### src/rtl/serial_add_sub_ctrl_if.sv
// rtl/serial_add_sub_ctrl_if.sv - request/completion bundle between a requesting unit and the serial add/sub sequencer
interface serial_add_sub_ctrl_if #(
    parameter int WIDTH = 8
);
    logic             start;
    logic             op;
    logic [WIDTH-1:0] a;
    logic [WIDTH-1:0] b;
    logic             busy;
    logic             done;
    logic [WIDTH-1:0] result;
    logic             cout;
    logic             ovf;

    modport master (
        output start, op, a, b,
        input  busy, done, result, cout, ovf
    );

    modport slave (
        input  start, op, a, b,
        output busy, done, result, cout, ovf
    );
endinterface

### src/rtl/serial_add_sub_ctrl.sv
// rtl/serial_add_sub_ctrl.sv - bit-serial LSB-first sequencer driving one 1-bit add/sub cell
module serial_add_sub_ctrl #(
    parameter int WIDTH = 8
) (
    input  logic                  clk,
    input  logic                  rst_n,
    serial_add_sub_ctrl_if.slave  req,
    output logic                  cell_a,
    output logic                  cell_b,
    output logic                  cell_c,
    output logic                  cell_sel,
    input  logic                  cell_sd,
    input  logic                  cell_cb
);
    localparam int CW = ($clog2(WIDTH) > 0) ? $clog2(WIDTH) : 1;
    localparam logic [CW-1:0] LAST_BIT = CW'(WIDTH - 1);

    typedef enum logic [1:0] {
        IDLE = 2'd0,
        RUN  = 2'd1,
        DONE = 2'd2
    } state_t;

    state_t           state;
    logic [WIDTH-1:0] sa;
    logic [WIDTH-1:0] sb;
    logic             op_q;
    logic             cr;
    logic [CW-1:0]    cnt;
    logic             a_msb;
    logic             b_msb;
    // acc holds the WIDTH-1 most recent sum bits; the final bit comes straight from the cell
    logic [WIDTH-2:0] acc;
    logic [WIDTH-1:0] acc_shift;
    logic             ovf_next;

    // Cell inputs come only from registers so there is no input-to-output path
    assign cell_a   = (state == RUN) ? sa[0] : 1'b0;
    assign cell_b   = (state == RUN) ? sb[0] : 1'b0;
    assign cell_c   = (state == RUN) ? cr    : 1'b0;
    assign cell_sel = op_q;

    // New sum bit enters at the top; after the last bit this is the complete result
    assign acc_shift = {cell_sd, acc};

    // Overflow from the latched operand sign bits and the sign of the finished result
    always_comb begin
        ovf_next = 1'b0;
        if (op_q) begin
            ovf_next = (a_msb != b_msb) && (cell_sd != a_msb);
        end else begin
            ovf_next = (a_msb == b_msb) && (cell_sd != a_msb);
        end
    end

    // Sequencer: sample operands in IDLE, one bit per clock in RUN, one-cycle done strobe
    always_ff @(posedge clk or negedge rst_n) begin
        if (!rst_n) begin
            state      <= IDLE;
            sa         <= '0;
            sb         <= '0;
            op_q       <= 1'b0;
            cr         <= 1'b0;
            cnt        <= '0;
            a_msb      <= 1'b0;
            b_msb      <= 1'b0;
            acc        <= '0;
            req.busy   <= 1'b0;
            req.done   <= 1'b0;
            req.result <= '0;
            req.cout   <= 1'b0;
            req.ovf    <= 1'b0;
        end else begin
            case (state)
                IDLE: begin
                    req.done <= 1'b0;
                    if (req.start) begin
                        sa       <= req.a;
                        sb       <= req.b;
                        op_q     <= req.op;
                        a_msb    <= req.a[WIDTH-1];
                        b_msb    <= req.b[WIDTH-1];
                        cr       <= 1'b0;
                        cnt      <= '0;
                        req.busy <= 1'b1;
                        state    <= RUN;
                    end
                end
                RUN: begin
                    acc <= acc_shift[WIDTH-1:1];
                    cr  <= cell_cb;
                    sa  <= sa >> 1;
                    sb  <= sb >> 1;
                    cnt <= cnt + 1'b1;
                    if (cnt == LAST_BIT) begin
                        req.result <= acc_shift;
                        req.cout   <= cell_cb;
                        req.ovf    <= ovf_next;
                        req.busy   <= 1'b0;
                        req.done   <= 1'b1;
                        state      <= DONE;
                    end
                end
                DONE: begin
                    req.done <= 1'b0;
                    state    <= IDLE;
                end
                default: begin
                    req.busy <= 1'b0;
                    req.done <= 1'b0;
                    state    <= IDLE;
                end
            endcase
        end
    end
endmodule
### src/flat_wrapper.sv
// flat-port wrapper written by rule: the top's interface ports become plain ports
module serial_add_sub_ctrl_flat 
#(
    parameter int WIDTH = 8
)
  (clk, rst_n, cell_a, cell_b, cell_c, cell_sel, cell_sd, cell_cb, req_start, req_op, req_a, req_b, req_busy, req_done, req_result, req_cout, req_ovf);
  serial_add_sub_ctrl_if #(.WIDTH(WIDTH)) req_i ();
  input  logic clk;
  input  logic rst_n;
  output logic cell_a;
  output logic cell_b;
  output logic cell_c;
  output logic cell_sel;
  input  logic cell_sd;
  input  logic cell_cb;
  input wire logic [$bits(req_i.start)-1:0] req_start;
  input wire logic [$bits(req_i.op)-1:0] req_op;
  input wire logic [$bits(req_i.a)-1:0] req_a;
  input wire logic [$bits(req_i.b)-1:0] req_b;
  output wire logic [$bits(req_i.busy)-1:0] req_busy;
  output wire logic [$bits(req_i.done)-1:0] req_done;
  output wire logic [$bits(req_i.result)-1:0] req_result;
  output wire logic [$bits(req_i.cout)-1:0] req_cout;
  output wire logic [$bits(req_i.ovf)-1:0] req_ovf;
  assign req_i.start = req_start;
  assign req_i.op = req_op;
  assign req_i.a = req_a;
  assign req_i.b = req_b;
  assign req_busy = req_i.busy;
  assign req_done = req_i.done;
  assign req_result = req_i.result;
  assign req_cout = req_i.cout;
  assign req_ovf = req_i.ovf;
  serial_add_sub_ctrl #(.WIDTH(WIDTH)) u_core (.clk(clk), .rst_n(rst_n), .req(req_i), .cell_a(cell_a), .cell_b(cell_b), .cell_c(cell_c), .cell_sel(cell_sel), .cell_sd(cell_sd), .cell_cb(cell_cb));
endmodule
### config.mk
export PLATFORM = sky130hd
export DESIGN_NAME = serial_add_sub_ctrl_flat
export DESIGN_NICKNAME = d
export VERILOG_FILES = /design/src/rtl/serial_add_sub_ctrl_if.sv /design/src/rtl/serial_add_sub_ctrl.sv /design/src/flat_wrapper.sv
export SDC_FILE = /design/constraint.sdc
export NUM_CORES = 1
export LEC_CHECK = 0
export ABC_AREA = 1
export BUFFER_PORTS_ARGS = -buffer_cell sky130_fd_sc_hd__buf_2
export CORE_AREA = 2 2 64 66
export CTS_CLUSTER_SIZE = 40
export DETAILED_ROUTE_END_ITERATION = 6
export DIE_AREA = 0 0 66 68
export PLACE_DENSITY = 0.81
export RECOVER_POWER = 100
export SLEW_MARGIN = 10
export SYNTH_ARGS = -nofsm -noshare
export SYNTH_HDL_FRONTEND = slang
export SYNTH_SLANG_ARGS = --single-unit
### constraint.sdc
create_clock -name clk -period 3.06 [get_ports clk]
set_clock_uncertainty 0.1 [all_clocks]
set_input_delay 0.306 -clock clk [delete_from_list [all_inputs] [get_ports clk]]
set_output_delay 0.306 -clock clk [all_outputs]
set_load 0.005 [all_outputs]
======== After elaboration in Yosys (flattened, before gate mapping) ========
Index checks and enable logic that the tools add are counted.
storage, ports and cells
  input port bits ......................... 22
  register bits ........................... 44
  word-level logic and storage cells ...... 53
  output and inout bits ................... 16
cells by class
  eq/ne operators ......................... 8
  bitwise gates (word level) .............. 1
  $add $sub $neg .......................... 1
  reduce and logical (&&, ||, !) cells .... 9
  multiplexer cells ....................... 20
operators by type and width
  cell                   count
  $pmux W8 S2            2
  $mux W8                2
  $mux W1                9
  $reduce_and A2 Y1      4
  $pmux W3 S2            1
  $mux W2                2
  $ne A2 B2 Y1 const B   2
  $pmux W2 S2            1
  $add A3 B1 Y3 const B  1
  $eq A3 B3 Y1 const B   1
  $mux W3                1
  $pmux W1 S3            1
  $reduce_and A3 Y1      1
  $eq A2 B1 Y1 const B   1
  $eq A2 B2 Y1 const B   1
  $logic_and A1 B1 Y1    2
  $logic_not A2 Y1       1
  $ne A1 B1 Y1           2
  $pmux W1 S2            1
  $reduce_bool A2 Y1     1
  $eq A1 B1 Y1           1
  $not A1 Y1             1

======== Longest topological paths before layout ========
  word-level depth ........................ 3
  depth in mapped cells ................... 8
  mapped depth without buffers ............ 7

======== Worst setup path after synthesis ========
Ideal clock, no wire load.
  path type ............................... register to register
  from .................................... reg u_core.cnt[0]
  to ...................................... reg u_core.req.cout
  period minus slack after synthesis ...... 1333 ps
  slack ................................... 1727 ps
  path buffers ............................ 1
  library setup time ...................... 65 ps
  stages on the path, launching flop included .. 7
  data required time ...................... 2895 ps
  arrival ................................. 1168 ps
  path through ............................ dfrtp_1 > ha_1 > ha_1 > nand3_2 > buf_6 > nand2_1 > nand2_1
between the ends
  longest elaborated chain between the ends .. 2
ends and longest elaborated chain
  what                         RTL line                      RTL
  start: declaration           serial_add_sub_ctrl.sv:29     logic [CW-1:0] cnt;
  start signal: assignment     serial_add_sub_ctrl.sv:94     cnt <= cnt + 1'b1;
  $eq A3 B3 Y1                 serial_add_sub_ctrl.sv:95     if (cnt == LAST_BIT) begin
  $reduce_and A2 Y1 (no line)  -
  end signal: assignment       serial_add_sub_ctrl.sv:97     req.cout <= cell_cb;
  end: declaration             serial_add_sub_ctrl_if.sv:22  output busy, done, result, cout, ovf
Every way passes these cells.
A chain may end at the register's enable or synchronous reset.

======== Worst setup path after layout ========
  from .................................... reg u_core.state[1]
  to ...................................... reg u_core.sa[5]
between the ends
  longest elaborated chain between the ends .. 3
  elaborated cells between the ends (all ways) .. 6
  classes of those cells .................. eq/ne: 2; mux: 1; reduce/logical: 3
ends and longest elaborated chain
  what                                                                 RTL line                    RTL
  start: declaration                                                   serial_add_sub_ctrl.sv:24   state_t state;
  start signal: assignment                                             serial_add_sub_ctrl.sv:59   state <= IDLE;
  start signal: assignment                                             serial_add_sub_ctrl.sv:86   state <= RUN;
  start signal: assignment                                             serial_add_sub_ctrl.sv:101  state <= DONE;
  $eq A2 B1 Y1 / $logic_not A2 Y1 (equally long branches)              serial_add_sub_ctrl.sv:74   case (state)
  $reduce_bool A2 Y1 (no line) / $ne A2 B2 Y1 (equally long branches)  -
  $reduce_and A2 Y1 (no line)                                          -
  end signal: assignment                                               serial_add_sub_ctrl.sv:78   sa <= req.a;
  end signal: assignment                                               serial_add_sub_ctrl.sv:92   sa <= sa >> 1;
  end: declaration                                                     serial_add_sub_ctrl.sv:25   logic [WIDTH-1:0] sa;
Parallel ways exist; a longest one is shown, timed or not.

==> summary.md <==
| Metric | Value |
|---|---|
| Status | `finished, final reports clean` |
| Cts-stage hold buffer count | `0` |
| R2r startpoint | `u_core.state[1]$_DFFE_PN0P_` |
| Chip width | `66 um` |
| FF/Latch Area | `0.00110 mm^2` |
| CTS max path bufs | `2` |
| Kind of critical path | `flop to flop` |
| Sw Pwr | `0.815 mW` |
| Antenna cells | `0` |
| Final GP Congestion | `0.749` |
| Top Ports | `38` |
| Core Area | `0.00386 mm^2` |
| Req. time, crit path | `3.14 ns` |
| Worst skew pair latency | `0.29 ns` |
| Routed wire per std cell | `11.5 um` |
| TritonCTS clock tree | `yes` |
| Mean Syn Cell Area | `8.52 um^2` |
| Switching Share | `38.7%` |
| Max Freq | `453 MHz` |
| Flop2flop setup slack | `0.85 ns` |
| DR WL met2 | `1750 um` |
| Area of the multi-input gates | `629 um^2` |
| Initial DRT Pass Iterations | `4` |
| Top-area cell type share of the netlist area | `57.4%` |
| P_leak | `1.19 nW` |
| PostCTS Resize Cnt | `0` |
| Initial Util | `49.7%` |
| Layout area overhead | `12.3%` |
| Clk pwr share | `16.2%` |
| Worst-path maximum fanout | `25` |
| RR Endpoint | `u_core.sa[5]$_DFFE_PN0P_` |
| TritonCTS Sinks | `44` |
| Number of fill cells in the layout | `384` |
| H-Tree Depth | `2` |
| Port bufs | `37` |
| WL final | `3600 um` |
| Vias in the first global route | `1,302` |
| Final hold vios | `0` |
| Setup_tns | `0 ns` |
| Fin worst setup slack | `0.854 ns` |
| Setup Viol. Count Final | `0` |
| Max-cap viol count | `0` |
| FP Rows | `23` |
| First-pass GRT wire length | `5750 um` |
| Hold Crit Class | `primary input to async pin` |
| Pin count of the biggest net entering global routing | `45` |
| Residual DRC | `0` |
| Die footprint | `0.00449 mm^2` |
| Int Pwr | `1.29 mW` |
| Post-synthesis sequential element count | `44` |
| Worst rel slew slack | `36.7%` |
| DR iter-0 viols | `104` |
| Gate Count Post-Synth | `225` |
| Proportion of layout cells with a drive suffix above 1 | `15.6%` |
| Peak supply drop | `0.418 mV` |
| Antenna Nets Post-Route | `0` |
| Dpl hpwl | `2440 um` |
| Share of power burned in registers | `47.4%` |
| Place WS | `1.43 ns` |
| Worst-path clk slew | `0.08 ns` |
| Critical path arrival | `2.29 ns` |
| Combinational Power Share | `36.4%` |
| DRT met1 WL | `1640 um` |
| Synthesized area | `0.00192 mm^2` |
| Post-CTS Setup Bufs | `0` |
| Gr ovfl total | `0` |
| Synth area leader | `dfrtp_1` |
| Reg2reg path depth | `7` |
| Final Max Slew Viols | `0` |
| Syn nets | `249` |
| Crit. End Element | `flop` |
| GRT Total Usage | `17.1%` |
| Warnings from Yosys | `0` |
| Wire length on met3 | `155 um` |
| Root buffer cell | `clkbuf_8` |
| Top cells by area, synth | `dfrtp_1, nand2_1, o21ai_0` |
| Antenna violations before repair | `0` |
| Tmin final | `2.21 ns` |
| Vias per cell | `4.78` |
| Cell area power density | `978 mW/mm^2` |
| Synth unique cells | `16` |
| Worst-Margin Slew | `0.949 ns` |
| TritonCTS buffer count | `5` |
| Vias | `1,496` |
| Startpoint types | `flop` |
| Crit share post-route | `72.1%` |
| RSZ-0062 raised after global routing | `false` |
| Register area share after synthesis | `57.4%` |
| Top routing layer in use | `met4` |
| Number of nets in the layout | `287` |
| Die Y | `68 um` |
## power by group through the flow
| stage | clock (mW) | combinational (mW) | sequential (mW) |
|---|---|---|---|
| finish | 0.341 | 0.766 | 0.998 |
| global route | 0.375 | 0.904 | 1.03 |
| CTS | 0.344 | 0.816 | 0.999 |
| detailed placement | 0 | 0.811 | 1.01 |
| global placement | 0 | 0.782 | 1.00 |
| floorplan | 0 | 0.613 | 0.988 |
## flip-flops by register name, indices dropped and copies added, names as in the netlist
name	count
u_core.a_msb	1
u_core.acc	7
u_core.b_msb	1
u_core.cell_sel	1
u_core.cnt	3
u_core.cr	1
u_core.req.busy	1
u_core.req.cout	1
u_core.req.done	1
u_core.req.ovf	1
u_core.req.result	8
u_core.sa	8
u_core.sb	8
u_core.state	2
## layout make-up
type,count,area share (%)
flip-flops and latches,44,51.2
clock inverters,1,0.233
repair buffers,37,8.37
inverters,27,4.71
multi-input cells,148,29.2
clock buffers,6,3.37
well taps,50,2.91
## how the worst max path moves through the flow
stage                                 from                               end  slack, ns  cells past startpoint
6_report       u_core.state[1]$_DFFE_PN0P_          u_core.sa[5]$_DFFE_PN0P_       0.85                      7
4_1_cts        u_core.state[1]$_DFFE_PN0P_                            cell_c       1.35                      4
3_3_place_gp     u_core.cnt[0]$_DFFE_PN0P_  u_core.req.result[4]$_DFFE_PN0P_       1.46                      6
2_1_floorplan    u_core.cnt[0]$_DFFE_PN0P_       u_core.req.cout$_DFFE_PN0P_       1.73                      6
3_5_place_dp     u_core.cnt[0]$_DFFE_PN0P_       u_core.req.cout$_DFFE_PN0P_       1.43                      6
5_1_grt        u_core.state[1]$_DFFE_PN0P_          u_core.sa[5]$_DFFE_PN0P_       0.66                      7
## layout by cell type, fill, tap and decap left out
cell / n
nor2_1: 25
clkinv_2: 1
clkbuf_1: 5
nand2_4: 1
nand2_1: 84
ha_1: 2
o21ai_2: 1
inv_1: 27
dfrtp_1: 44
nand3_1: 4
a21oi_1: 1
buf_2: 33
o21ai_0: 27
clkbuf_8: 5
o21ai_1: 3
## Yosys cell counts, drive strengths merged
cell / number
nor2: 25
a21oi: 1
inv: 27
buf: 6
ha: 2
dfrtp: 44
nand3: 4
nand2: 85
o21ai: 31
## stage by stage
step	hold WS [ns]	util (%)	std cells	area, um^2	total power, mW
5_1_grt	0.128	55.8	313	2150	2.31
3_3_place_gp	0.359	54.6	306	2110	1.78
6_report	0.0533	55.8	313	2150	2.10
4_1_cts	0.0894	56.7	313	2180	2.16
2_1_floorplan	-0.0896	-	225	1920	1.60
3_5_place_dp	0.366	54.6	306	2110	1.82
## worst max-delay path: stages, from the launching register on
cell and delay [ns]:
dfrtp_1 0.41, inv_1 0.10, nand2_1 0.61, inv_1 0.53, nand2_1 0.17, nand2_1 0.07
nand2_1 0.06, nand2_1 0.05
## metal layers
metal / GRT usage, % / up-vias
met5: 0 / -
met4: 6.12 / 0
met3: 4.11 / 8
met2: 26.6 / 29
met1: 23.5 / 695
li1: - / 764
## kinds of logic (layout without fill, tap and decap cells)
| kind of cell | count (synthesis) | in the layout | synth area share (%) |
|---|---|---|---|
| buf+inv | 33 | 71 | 8.29 |
| compound gates | 32 | 32 | 9.33 |
| simple gates | 114 | 114 | 23.6 |
| fa+ha+maj | 2 | 2 | 1.31 |
| flops | 44 | 44 | 57.4 |
No activity file was read; power rests on OpenSTA's default activity.
